$ cat config.mk
export PLATFORM = sky130hd
export DESIGN_NAME = sram_link_initiator_flat
export DESIGN_NICKNAME = d
export VERILOG_FILES = /design/src/rtl/sram_link_initiator_if.sv /design/src/rtl/sram_link_initiator.sv /design/src/flat_wrapper.sv
export SDC_FILE = /design/constraint.sdc
export NUM_CORES = 1
export LEC_CHECK = 0
export CAP_MARGIN = 25
export CORE_MARGIN = 1
export CORE_UTILIZATION = 30
export DETAILED_ROUTE_END_ITERATION = 8
export SYNTH_ARGS = -nofsm -noshare
export SYNTH_HDL_FRONTEND = slang
export SYNTH_SLANG_ARGS = --single-unit
$ cat constraint.sdc
create_clock -name clk -period 1.9 [get_ports clk]
set_input_delay 0.38 -clock clk [delete_from_list [all_inputs] [get_ports clk]]
set_output_delay 0.38 -clock clk [all_outputs]
set_load 0.02 [all_outputs]
$ cat src/rtl/sram_link_initiator_if.sv
// Host-request, response and byte-link signals of the SRAM link initiator.
// The master modport is the initiator's view; slave is the host/controller side.
interface sram_link_initiator_if;
  logic        req_valid;
  logic        req_ready;
  logic        req_write;
  logic [4:0]  req_addr;
  logic [31:0] req_wdata;
  logic        rsp_valid;
  logic        rsp_ready;
  logic [31:0] rsp_rdata;
  logic        rsp_err;
  logic        link_tx_valid;
  logic        link_tx_ready;
  logic [7:0]  link_tx_data;
  logic        link_rx_valid;
  logic        link_rx_ready;
  logic [7:0]  link_rx_data;
  logic        busy;

  modport master (
    input  req_valid, req_write, req_addr, req_wdata, rsp_ready,
    input  link_tx_ready, link_rx_valid, link_rx_data,
    output req_ready, rsp_valid, rsp_rdata, rsp_err,
    output link_tx_valid, link_tx_data, link_rx_ready, busy
  );

  modport slave (
    output req_valid, req_write, req_addr, req_wdata, rsp_ready,
    output link_tx_ready, link_rx_valid, link_rx_data,
    input  req_ready, rsp_valid, rsp_rdata, rsp_err,
    input  link_tx_valid, link_tx_data, link_rx_ready, busy
  );
endinterface

$ cat src/rtl/sram_link_initiator.sv
// Serialises one 32-bit SRAM read/write into command + data bytes and reassembles read returns.
// Optional read-return timeout abort is enabled by defining RSP_TIMEOUT_EN.
module sram_link_initiator #(
  parameter int unsigned TIMEOUT_CYCLES = 1024
) (
  input  logic                  clk,
  input  logic                  rst,
  sram_link_initiator_if.master bus
);

  localparam logic [2:0] S_IDLE    = 3'd0;
  localparam logic [2:0] S_CMD     = 3'd1;
  localparam logic [2:0] S_WDATA   = 3'd2;
  localparam logic [2:0] S_RD_WAIT = 3'd3;
  localparam logic [2:0] S_RESP    = 3'd4;

  logic [2:0]  state_q, state_d;
  logic        write_q, write_d;
  logic [4:0]  addr_q, addr_d;
  logic [31:0] wdata_q, wdata_d;
  logic [31:0] rdata_q, rdata_d;
  logic [1:0]  cnt_q, cnt_d;
  logic [7:0]  tx_byte;

`ifdef RSP_TIMEOUT_EN
  localparam logic [15:0] TMO_LAST = 16'(TIMEOUT_CYCLES - 1);
  logic        err_q, err_d;
  logic [15:0] tmo_q, tmo_d;
`endif

  // Next-state and datapath update
  always_comb begin
    state_d = state_q;
    write_d = write_q;
    addr_d  = addr_q;
    wdata_d = wdata_q;
    rdata_d = rdata_q;
    cnt_d   = cnt_q;
`ifdef RSP_TIMEOUT_EN
    err_d   = err_q;
    tmo_d   = tmo_q;
`endif
    case (state_q)
      S_IDLE: begin
        if (bus.req_valid) begin
          state_d = S_CMD;
          write_d = bus.req_write;
          addr_d  = bus.req_addr;
          wdata_d = bus.req_wdata;
        end else begin
          state_d = S_IDLE;
        end
      end
      S_CMD: begin
        if (bus.link_tx_ready) begin
          // Previous response data stays visible until this point.
          cnt_d   = 2'd0;
          rdata_d = 32'h0000_0000;
          state_d = write_q ? S_WDATA : S_RD_WAIT;
`ifdef RSP_TIMEOUT_EN
          tmo_d   = 16'd0;
`endif
        end else begin
          state_d = S_CMD;
        end
      end
      S_WDATA: begin
        if (bus.link_tx_ready) begin
          if (cnt_q == 2'd3) begin
            state_d = S_RESP;
            rdata_d = 32'h0000_0000;
          end else begin
            cnt_d = cnt_q + 2'd1;
          end
        end else begin
          state_d = S_WDATA;
        end
      end
      S_RD_WAIT: begin
        if (bus.link_rx_valid) begin
          case (cnt_q)
            2'd0:    rdata_d[7:0]   = bus.link_rx_data;
            2'd1:    rdata_d[15:8]  = bus.link_rx_data;
            2'd2:    rdata_d[23:16] = bus.link_rx_data;
            2'd3:    rdata_d[31:24] = bus.link_rx_data;
            default: rdata_d        = rdata_q;
          endcase
          if (cnt_q == 2'd3) begin
            state_d = S_RESP;
          end else begin
            cnt_d = cnt_q + 2'd1;
          end
`ifdef RSP_TIMEOUT_EN
          tmo_d = 16'd0;
`endif
        end else begin
`ifdef RSP_TIMEOUT_EN
          if (tmo_q == TMO_LAST) begin
            state_d = S_RESP;
            err_d   = 1'b1;
          end else begin
            tmo_d = tmo_q + 16'd1;
          end
`else
          state_d = S_RD_WAIT;
`endif
        end
      end
      S_RESP: begin
        if (bus.rsp_ready) begin
          state_d = S_IDLE;
`ifdef RSP_TIMEOUT_EN
          err_d   = 1'b0;
`endif
        end else begin
          state_d = S_RESP;
        end
      end
      default: state_d = S_IDLE;
    endcase
  end

  // State and datapath registers
  always_ff @(posedge clk) begin
    if (rst) begin
      state_q <= S_IDLE;
      write_q <= 1'b0;
      addr_q  <= 5'd0;
      wdata_q <= 32'h0000_0000;
      rdata_q <= 32'h0000_0000;
      cnt_q   <= 2'd0;
`ifdef RSP_TIMEOUT_EN
      err_q   <= 1'b0;
      tmo_q   <= 16'd0;
`endif
    end else begin
      state_q <= state_d;
      write_q <= write_d;
      addr_q  <= addr_d;
      wdata_q <= wdata_d;
      rdata_q <= rdata_d;
      cnt_q   <= cnt_d;
`ifdef RSP_TIMEOUT_EN
      err_q   <= err_d;
      tmo_q   <= tmo_d;
`endif
    end
  end

  // Outgoing byte: command byte (bit 5 set for reads), then write data MSB first
  always_comb begin
    tx_byte = 8'h00;
    case (state_q)
      S_CMD: tx_byte = {2'b00, ~write_q, addr_q};
      S_WDATA: begin
        case (cnt_q)
          2'd0:    tx_byte = wdata_q[31:24];
          2'd1:    tx_byte = wdata_q[23:16];
          2'd2:    tx_byte = wdata_q[15:8];
          2'd3:    tx_byte = wdata_q[7:0];
          default: tx_byte = 8'h00;
        endcase
      end
      default: tx_byte = 8'h00;
    endcase
  end

  assign bus.req_ready     = (state_q == S_IDLE);
  assign bus.busy          = (state_q != S_IDLE);
  assign bus.link_tx_valid = (state_q == S_CMD) || (state_q == S_WDATA);
  assign bus.link_tx_data  = tx_byte;
  assign bus.link_rx_ready = (state_q == S_RD_WAIT);
  assign bus.rsp_valid     = (state_q == S_RESP);
  assign bus.rsp_rdata     = rdata_q;
`ifdef RSP_TIMEOUT_EN
  assign bus.rsp_err       = err_q;
`else
  assign bus.rsp_err       = 1'b0;
`endif

endmodule
$ cat src/flat_wrapper.sv
// flat-port wrapper written by rule: the top's interface ports become plain ports
module sram_link_initiator_flat 
#(
  parameter int unsigned TIMEOUT_CYCLES = 1024
)
  (clk, rst, bus_req_valid, bus_req_write, bus_req_addr, bus_req_wdata, bus_rsp_ready, bus_link_tx_ready, bus_link_rx_valid, bus_link_rx_data, bus_req_ready, bus_rsp_valid, bus_rsp_rdata, bus_rsp_err, bus_link_tx_valid, bus_link_tx_data, bus_link_rx_ready, bus_busy);
  sram_link_initiator_if bus_i ();
  input  logic clk;
  input  logic rst;
  input wire logic [$bits(bus_i.req_valid)-1:0] bus_req_valid;
  input wire logic [$bits(bus_i.req_write)-1:0] bus_req_write;
  input wire logic [$bits(bus_i.req_addr)-1:0] bus_req_addr;
  input wire logic [$bits(bus_i.req_wdata)-1:0] bus_req_wdata;
  input wire logic [$bits(bus_i.rsp_ready)-1:0] bus_rsp_ready;
  input wire logic [$bits(bus_i.link_tx_ready)-1:0] bus_link_tx_ready;
  input wire logic [$bits(bus_i.link_rx_valid)-1:0] bus_link_rx_valid;
  input wire logic [$bits(bus_i.link_rx_data)-1:0] bus_link_rx_data;
  output wire logic [$bits(bus_i.req_ready)-1:0] bus_req_ready;
  output wire logic [$bits(bus_i.rsp_valid)-1:0] bus_rsp_valid;
  output wire logic [$bits(bus_i.rsp_rdata)-1:0] bus_rsp_rdata;
  output wire logic [$bits(bus_i.rsp_err)-1:0] bus_rsp_err;
  output wire logic [$bits(bus_i.link_tx_valid)-1:0] bus_link_tx_valid;
  output wire logic [$bits(bus_i.link_tx_data)-1:0] bus_link_tx_data;
  output wire logic [$bits(bus_i.link_rx_ready)-1:0] bus_link_rx_ready;
  output wire logic [$bits(bus_i.busy)-1:0] bus_busy;
  assign bus_i.req_valid = bus_req_valid;
  assign bus_i.req_write = bus_req_write;
  assign bus_i.req_addr = bus_req_addr;
  assign bus_i.req_wdata = bus_req_wdata;
  assign bus_i.rsp_ready = bus_rsp_ready;
  assign bus_i.link_tx_ready = bus_link_tx_ready;
  assign bus_i.link_rx_valid = bus_link_rx_valid;
  assign bus_i.link_rx_data = bus_link_rx_data;
  assign bus_req_ready = bus_i.req_ready;
  assign bus_rsp_valid = bus_i.rsp_valid;
  assign bus_rsp_rdata = bus_i.rsp_rdata;
  assign bus_rsp_err = bus_i.rsp_err;
  assign bus_link_tx_valid = bus_i.link_tx_valid;
  assign bus_link_tx_data = bus_i.link_tx_data;
  assign bus_link_rx_ready = bus_i.link_rx_ready;
  assign bus_busy = bus_i.busy;
  sram_link_initiator #(.TIMEOUT_CYCLES(TIMEOUT_CYCLES)) u_core (.clk(clk), .rst(rst), .bus(bus_i));
endmodule
== Word-level counts from Yosys, hierarchy flattened ==
Index checks and enable logic that the tools add are counted.

* Input port bits: 52
* Output and inout port bits: 46
* Register bits after elaboration: 75
* Logic and storage cells: 61

* Reductions and logical operators: 11
* Equal/unequal tests: 15
* Multiplexer cells: 24
* Bitwise logic cells: 1
* Add/sub/neg operators: 1

{| class="wikitable"
|+ Operator list
! operator !! count
|-
| $mux 32 || 4
|-
| $pmux 32 s3 || 1
|-
| $mux 8 || 4
|-
| $pmux 8 s4 || 1
|-
| $reduce_and 6->1 || 4
|-
| $pmux 8 s2 || 1
|-
| $mux 3 || 5
|-
| $pmux 3 s5 || 1
|-
| $ne 2x1->1 const B || 5
|-
| $mux 2 || 4
|-
| $eq 3x2->1 const B || 2
|-
| $ne 2x2->1 const B || 3
|-
| $pmux 2 s3 || 1
|-
| $reduce_bool 3->1 || 2
|-
| $eq 2x2->1 const B || 2
|-
| $reduce_and 4->1 || 1
|-
| $eq 3x1->1 const B || 1
|-
| $eq 3x3->1 const B || 1
|-
| $logic_not 3->1 || 1
|-
| $add 2x1->2 const B || 1
|-
| $eq 2x1->1 const B || 1
|-
| $logic_not 2->1 || 1
|-
| $mux 1 || 2
|-
| $reduce_and 2->1 || 1
|-
| 2 further kinds || 2
|}

== Depth between registers and ports, before layout ==
Gate-level depths: netlist of run 1.

* Depth after elaboration: 4
* Depth in mapped cells: 7
* Depth with buffers taken out: 5

== Least setup slack after synthesis of run 1 ==
OpenSTA, ideal clock, no wires.

* Path type: reg-to-output
* Start point: reg u_core.cnt_q[0]
* End point: out bus_link_tx_data[5]
* Data arrival time: 1.545 ns
* Required time: 1.520 ns
* Cell stages (with the launch flop): 7
* Path slack: -0.025 ns
* Path buffers: 1
* Cell sequence: dfxtp_1 > inv_1 > ha_1 > buf_2 > a222oi_1 > o21ai_0 > a22o_1

* Word-level cells in the longest chain between the ends: 3
* Elaborated cells on any way between the ends: 6
* Classes of those cells: 3 x eq/ne; 2 x mux; 1 x reduce/logical

{| class="wikitable"
|+ RTL lines
! what !! line !! text
|-
| start: declaration || sram_link_initiator.sv:22 || <nowiki>logic [1:0] cnt_q, cnt_d;</nowiki>
|-
| start signal: assignment || sram_link_initiator.sv:142 || <nowiki>cnt_q <= cnt_d;</nowiki>
|-
| $eq 2x2->1 (tied with other cells) || sram_link_initiator.sv:156 || <nowiki>case (cnt_q)</nowiki>
|-
| $pmux 8 s4 * || sram_link_initiator.sv:156 ||
|-
| $pmux 8 s2 * || sram_link_initiator.sv:153 || <nowiki>case (state_q)</nowiki>
|-
| end: declaration || flat_wrapper.sv:23 || <nowiki>output wire logic [$bits(bus_i.link_tx_data)-1:0] bus_link_tx_data;</nowiki>
|}

Mark *: on every way between the ends. The rest lies on a longest branch, timed or not.

== Final worst setup path of run 1 ==
* Start point: reg u_core.cnt_q[0]
* End point: out bus_link_tx_data[2]

Same word-level chain as after synthesis.

==> out/results.ini, run 1 <==
[clock_tree]
clock-root-buffer = clkbuf_16
cts_made_buffers = 9
htree_levels = 3
hold_buffers = 0
cts_tree = done
cts_num_sinks = 75
clk_pin_slew_worst_paths_ns = 0.06
cts_buffer_depth = 2
clk_latency_ns = 0.33

[finish]
register_area_um2 = 1510
multi_input_area_um2 = 1800
area_delta_synth_final_pct = 46.7
layout-drive-gt1-share_pct = 15.8
nFillCells = 1113
num_antenna_cells = 0
utilization_pct = 46.1
instances_no_fill = 666
final_cell_mix = nand2_1, clkdlybuf4s50_1, dfxtp_1
final_area_um2 = 5090
layout_commonest_cell = nand2_1
nNetsFinal = 578

[floorplan]
die_x_um = 110
die_h_um = 110
start_util_pct = 31.4
core_area_um2 = 11000
rows = 38
die_area_um2 = 12000
ios = 98

[placement]
hpwl_um = 7200
place_congestion = 0.791
io_buffers = 96
dp_cells = 645
dpl-instance-area_um2 = 4720

[routing]
post_drt_wl_per_cell_um = 15.5
vias = 3432
firstDrtPassIters = 5
wl_um = 10300
routed_via_density = 5.15
final_antenna_net_count = 0
drt_iter0_drc = 145
drc_errors = 0

[flow_run]
maxCapViolCount = 0

[sta]
skew_ns = 0.00827
setup_slack_ns = -0.276
finalCriticalPeriod_ns = 2.18
slew_violations = 0
rsz0062_at_grt = yes
max_freq_mhz = 460
min_period_over_period_pct = 115
hold_viol_final = 0
finalSetupViolCount = 8

[grt]
grt_pass1_vias = 3227
grt_max_degree = 39
grt_pass1_wl_um = 16200
antenna_found_initial = 0
gr-usage-all-layers_pct = 17.7
grt-ovfl-total = 0

[yosys]
synth_nets = 473
synth_sequential_area_ratio_pct = 43.3
syn_area_um2 = 3470
ys_warn_count = 0
synth-seq-cells = 75
syn_area_per_cell_um2 = 8.34
synth_ff_type = dfxtp_1
synth_edf_count = 0
synth_cell_types = 41
postSynth.asyncResetShare_pct = 0
synth_cells = 416

[setup_path]
reg2reg_depth = 5
critical_path_required_ns = 1.52
end_kind = primary output
reg2reg_to = u_core.bus.rsp_rdata[23]$_SDFFE_PP0P_
cp-start-kind = register
crit_type = reg2out
cp.arrival_ns = 1.80
r2r-start = u_core.state_q[1]$_SDFF_PP0_
cp_max_fo = 9
setup.worst_path.start = u_core.cnt_q[0]$_SDFFE_PP0P_
crit_end = bus_link_tx_data[2]
r2r_slack_ns = 0.17

[power]
power_mw = 4.05
peakVddDrop_v = 0.000346
powerDensity_nw_per_um2 = 795
power.leakage_nw = 1.77

[outcome]
outcome = complete, but fails checks
violations = setup timing

[hold_path]
hp-class = in2reg

## where the power goes
group | internal [mW] | switching [mW]
Sequential | 1.64 | 0.0487
Clock | 1.03 | 0.679
Combinational | 0.310 | 0.344
Total | 2.97 | 1.07
## metal layers
metal	global-route usage, %	wire length, um	vias up
met1	23.3	4690	1557
met2	29.1	4780	150
met4	5.71	130	0
met5	0	0	-
li1	-	-	1713
met3	3.38	714	12
## metrics by stage
stage               hold slack, ns  TNS (ns)  worst slack, ns
floorplan                    0.436         0           0.0123
global placement             0.443     -2.93           -0.380
detailed placement           0.448     -3.37           -0.462
CTS                          0.327     -2.05           -0.282
global route                 0.339     -2.56           -0.384
finish                       0.340     -1.87           -0.276
## sequential cells by signal, summed over array words and instances, names as in the netlist
name                  count
u_core.addr_q             5
u_core.cnt_q              2
u_core.write_q            1
u_core.wdata_q           32
u_core.state_q            3
u_core.bus.rsp_rdata     32
## critical path, stage by stage (launching register included)
cell      delay, ns
dfxtp_4        0.35
buf_4          0.14
ha_4           0.19
a222oi_1       0.34
o21ai_1        0.10
a22o_1         0.19
buf_2          0.16
## area by class of cell
cell class | count | share of cell area, %
Multi-Input combinational cell | 292 | 35.4
Clock inverter | 5 | 1.23
Sequential cell | 75 | 29.7
Inverter | 8 | 0.639
Clock buffer | 11 | 4.57
Tap cell | 140 | 3.44
Timing Repair Buffer | 135 | 25.0
## how the worst min path moves through the flow
| stage | slack [ns] | end | cells after the start | from |
|---|---|---|---|---|
| after floorplan | 0.44 | u_core.wdata_q[16]$_SDFFE_PP0N_ | 2 | u_core.wdata_q[16]$_SDFFE_PP0N_ |
| after global placement | 0.44 | u_core.bus.rsp_rdata[27]$_SDFFE_PP0P_ | 2 | u_core.bus.rsp_rdata[27]$_SDFFE_PP0P_ |
| after detailed placement | 0.45 | u_core.addr_q[4]$_SDFFE_PP0N_ | 2 | u_core.addr_q[4]$_SDFFE_PP0N_ |
| after CTS | 0.33 | u_core.bus.rsp_rdata[2]$_SDFFE_PP0P_ | 2 | rst |
| after global routing | 0.34 | u_core.bus.rsp_rdata[2]$_SDFFE_PP0P_ | 2 | rst |
| final | 0.34 | u_core.bus.rsp_rdata[2]$_SDFFE_PP0P_ | 2 | rst |
## cell usage after synthesis, drive strengths merged, types with 2 or more instances
master   instances  area share [%]
nor3b            3            0.94
a211oi           9             1.9
a221oi           2            0.51
a222oi           8             2.3
a31oi           23             4.1
dfxtp           75              43
ha               5             1.8
inv              7            0.76
clkbuf          20             2.2
buf             21             3.4
nand2           96              10
o41ai            2            0.51
a22o             6             1.5
o21ai           17             2.5
a21oi           40             5.8
a311oi          17             4.8
nor2             2            0.22
nand3           25             3.6
nand2b           3            0.54
mux2i            9             2.6
o2111ai          2            0.51
and2             9             1.6
## logic make-up after synthesis
group           share of synthesized area (%)
simple gates                             20.2
compound gates                           25.3
flops                                    43.3
buf+inv                                  6.46
mux                                      2.60
fa+ha+maj                                1.80
other cells                             0.108
xor+xnor                                0.253
## what timing repair did
item,4_1_cts,5_1_grt
pin swaps,8,6
resized for setup,63,13
gates cloned,0,0
setup buffers,4,1
setup endpoints to repair,13,20
Note: power is estimated with default switching activity, not from simulation.
==> run 2, diff against run 1 <==
ABC_AREA = 1   (was unset)
MAX_ROUTING_LAYER = met4   (was unset)
==> run 2 against run 1 <==
Effect of this change: utilization up 0.50 points; fmax up 5.7%; cell count rose by 13%; first-iteration DRC count is 17% higher; global-route usage increased by 0.50 points; sequential share of layout area about the same; largest cell class unchanged; the flow still finishes with violations (setup timing); critical path depth grew 3; register-to-register slack better by 0.03 ns; worst setup slack better by 0.12 ns; non-clock buffer count increased by 5; design area fell by 0.22%; sequential power up 15%.
==> out/results.ini, run 2 <==
[power]
power_mw = 5.02  ; +24%
power.internal_mw = 3.24  ; +8.8%
switchingPower_mw = 1.79  ; +67%
peakVddDrop_v = 0.000354  ; +2.3%
power.leakage_nw = 2.18  ; +24%
power.share.clock_pct = 21.4  ; -21 points
power_frac_seq_pct = 38.7  ; -3.0 points
swShare_pct = 35.6  ; +9.1 points
combPwrFrac_pct = 39.9  ; +24 points
powerDensity_nw_per_um2 = 989  ; +24%

[finish]
layout-drive-gt1-share_pct = 19.1  ; +3.3 points
multi_input_area_um2 = 1700  ; -5.6%
final_cell_mix = nand2_1, clkdlybuf4s50_1, nor2_1, dfxtp_1, a21oi_1
nNetsFinal = 665  ; +15%
instances_no_fill = 752  ; +13%
layout_commonest_cell = nand2_1
nFillCells = 1096  ; -1.5%
final_area_um2 = 5080  ; -0.22%
register_area_um2 = 1510  ; about the same
num_antenna_cells = 0  ; unchanged
area_delta_synth_final_pct = 51.4

[routing]
routed_via_density = 4.69  ; -9.1%
wl_um = 9980  ; -3.2%
drc_errors = 0  ; unchanged
drt_iter0_drc = 169  ; +17%
post_drt_wl_per_cell_um = 13.3  ; -14%
final_antenna_net_count = 0  ; unchanged
vias = 3524  ; +2.7%
firstDrtPassIters = 4  ; -1

[sta]
finalCriticalPeriod_ns = 2.06  ; -0.117 ns
fin_setup_tns_ns = -0.854  ; +1.01 ns
rsz0062_at_grt = yes
finalSetupViolCount = 8  ; unchanged
slew_violations = 0  ; unchanged
hold_viol_final = 0  ; unchanged
setup_slack_ns = -0.159  ; +0.117 ns
min_period_over_period_pct = 108  ; -6.1 points
skew_ns = 0.00916  ; +0.000891 ns
max_freq_mhz = 486  ; +5.7%

[flow_run]
maxCapViolCount = 0  ; unchanged

[yosys]
synth_ff_type = dfxtp_1
ys_warn_count = 0  ; unchanged
yosysTopAreaCell = dfxtp_1
synth_nets = 536  ; +13%
yosysMostFrequentCell = nand2_1
synth_sequential_area_ratio_pct = 44.8  ; +1.5 points
synth_cells = 479  ; +15%
synthTopCellsByCount = nand2_1, dfxtp_1, nor2_1, a21oi_1, inv_1
syn_area_per_cell_um2 = 7.00  ; -16%
netlist.area_leader.share_pct = 44.8  ; +1.5 points
postSynth.asyncResetShare_pct = 0  ; unchanged
synth-seq-cells = 75  ; unchanged
synth_cell_types = 28  ; -32%
syn_area_um2 = 3350  ; -3.3%
yosys-top-cells-area = dfxtp_1, nand2_1, a21oi_1
synth_edf_count = 0  ; unchanged

[grt]
grt_max_degree = 59  ; +51%
grt_pass1_wl_um = 16000  ; -1.3%
antenna_found_initial = 0  ; unchanged
grt_pass1_vias = 3424  ; +6.1%
grt-ovfl-total = 0  ; unchanged
gr-usage-all-layers_pct = 18.2  ; +0.50 points

[setup_path]
cpPeakStageDelay_ns = 0.36  ; about the same
cp_max_fo = 6  ; -3
critical_path_required_ns = 1.52  ; about the same
critPathBufInv = 4  ; +2
cp_common_cell = buf_6
crit_chain = inv_4, ha_4, buf_8, buf_6, a21oi_2, o221ai_2, nand2_1, nand2_2, buf_6
crit_type = reg2out
cp-start-kind = register
cp.arrival_ns = 1.68  ; -0.12 ns
end_kind = primary output
crit_family = buffers and inverters
cp_slowest_cell = dfxtp_2

[placement]
io_buffers = 96  ; unchanged
dpl-instance-area_um2 = 4680  ; -1.0%
hpwl_um = 7330  ; +1.9%
place_congestion = 0.917  ; +16%
dp_cells = 728  ; +13%

[floorplan]
die_x_um = 108  ; -1.6%
ios = 98  ; unchanged
core_area_um2 = 10900  ; -1.3%
die_h_um = 108  ; -1.6%
die_area_um2 = 11600  ; -3.2%
start_util_pct = 30.8  ; -0.63 points
rows = 38  ; unchanged

[outcome]
violations = setup timing
outcome = complete, but fails checks

[clock_tree]
cts_made_buffers = 9  ; unchanged
cts_tree = done
clk_latency_ns = 0.35  ; +0.02 ns
cts_buffer_depth = 2  ; unchanged
htree_levels = 3  ; unchanged
clock-root-buffer = clkbuf_8
cts_num_sinks = 75  ; unchanged
clk_pin_slew_worst_paths_ns = 0.07  ; about the same

[hold_path]
hp-class = reg2reg

## run 2: cell count changes after synthesis, moves of 13 or more
cell and change:
a311oi_1 -16, a21oi_1 +14, inv_1 +37, nor2_1 +68, o21ai_0 +13, a31oi_1 -21
## run 2: final cells by class
class | instances | share of cell area [%]
clock inverters | 3 | 0.296
flip-flops and latches | 75 | 29.7
clock buffers | 12 | 2.86
inverters | 49 | 3.72
multi-input cells | 333 | 33.5
repair buffers | 140 | 26.5
well taps | 140 | 3.45
## run 2: tightest hold or removal path, stage by stage (launching register included)
cell and delay, ns:
dfxtp_1 0.31, nand2_1 0.06, a21oi_1 0.05
## run 2: power by group through the flow
stage	sequential (mW)	clock [mW]	combinational, mW
after detailed placement	1.97	0	1.83
after floorplan	2.12	0	0.864
after global placement	1.97	0	1.81
after CTS	1.94	1.09	1.97
final	1.94	1.07	2.00
after global routing	1.97	1.16	2.20
## run 2: repair_timing
action | in CTS | in global routing
pin swaps | 11 | 10
endpoints found under the setup margin | 13 | 22
hold endpoints to repair | 0 | 0
gates resized for setup | 95 | 15
buffers inserted | 9 | 0
hold buffers | 0 | 0
## run 2: metal layers
metal / vias up / track usage [%] / wire [um]
li1: 1795 / - / -
met1: 1613 / 22.7 / 4670
met2: 94 / 28.9 / 4670
met3: 22 / 2.91 / 401
met4: 0 / 8.02 / 240
met5: - / - / 0
## run 2: final timing paths
| check | from | to | slack [ns] | depth (start not counted) |
|---|---|---|---|---|
| setup / recovery | u_core.cnt_q[1]$_SDFFE_PP0P_ | bus_link_tx_data[1] | -0.16 | 9 |
| setup reg to reg | u_core.cnt_q[0]$_SDFFE_PP0P_ | u_core.bus.rsp_rdata[23]$_SDFFE_PP0P_ | 0.20 | 12 |
| hold reg to reg | u_core.wdata_q[31]$_SDFFE_PP0N_ | u_core.wdata_q[31]$_SDFFE_PP0N_ | 0.47 | 2 |
| hold / removal | u_core.wdata_q[31]$_SDFFE_PP0N_ | u_core.wdata_q[31]$_SDFFE_PP0N_ | 0.47 | 2 |
## run 2: cell families (layout without fill, tap and decap cells)
kind of cell               count (synthesis)  after routing  synth area share, %
and+or+nand+nor                          223            223                 27.7
AOI/OAI and AO/OA                        104            104                 17.0
DFF                                       75             75                 44.8
buffers and inverters                     71            204                 8.50
adders and majority gates                  5              5                 1.86
other                                      1              1                0.112
## run 2: through the flow
step	utilization [%]	worst slack, ns	hold WS (ns)
3_5_place_dp	43.0	-0.252	0.455
5_1_grt	46.6	-0.236	0.481
3_3_place_gp	43.0	-0.150	0.453
4_1_cts	46.3	-0.151	0.465
2_1_floorplan	-	0.124	0.429
6_report	46.6	-0.159	0.466
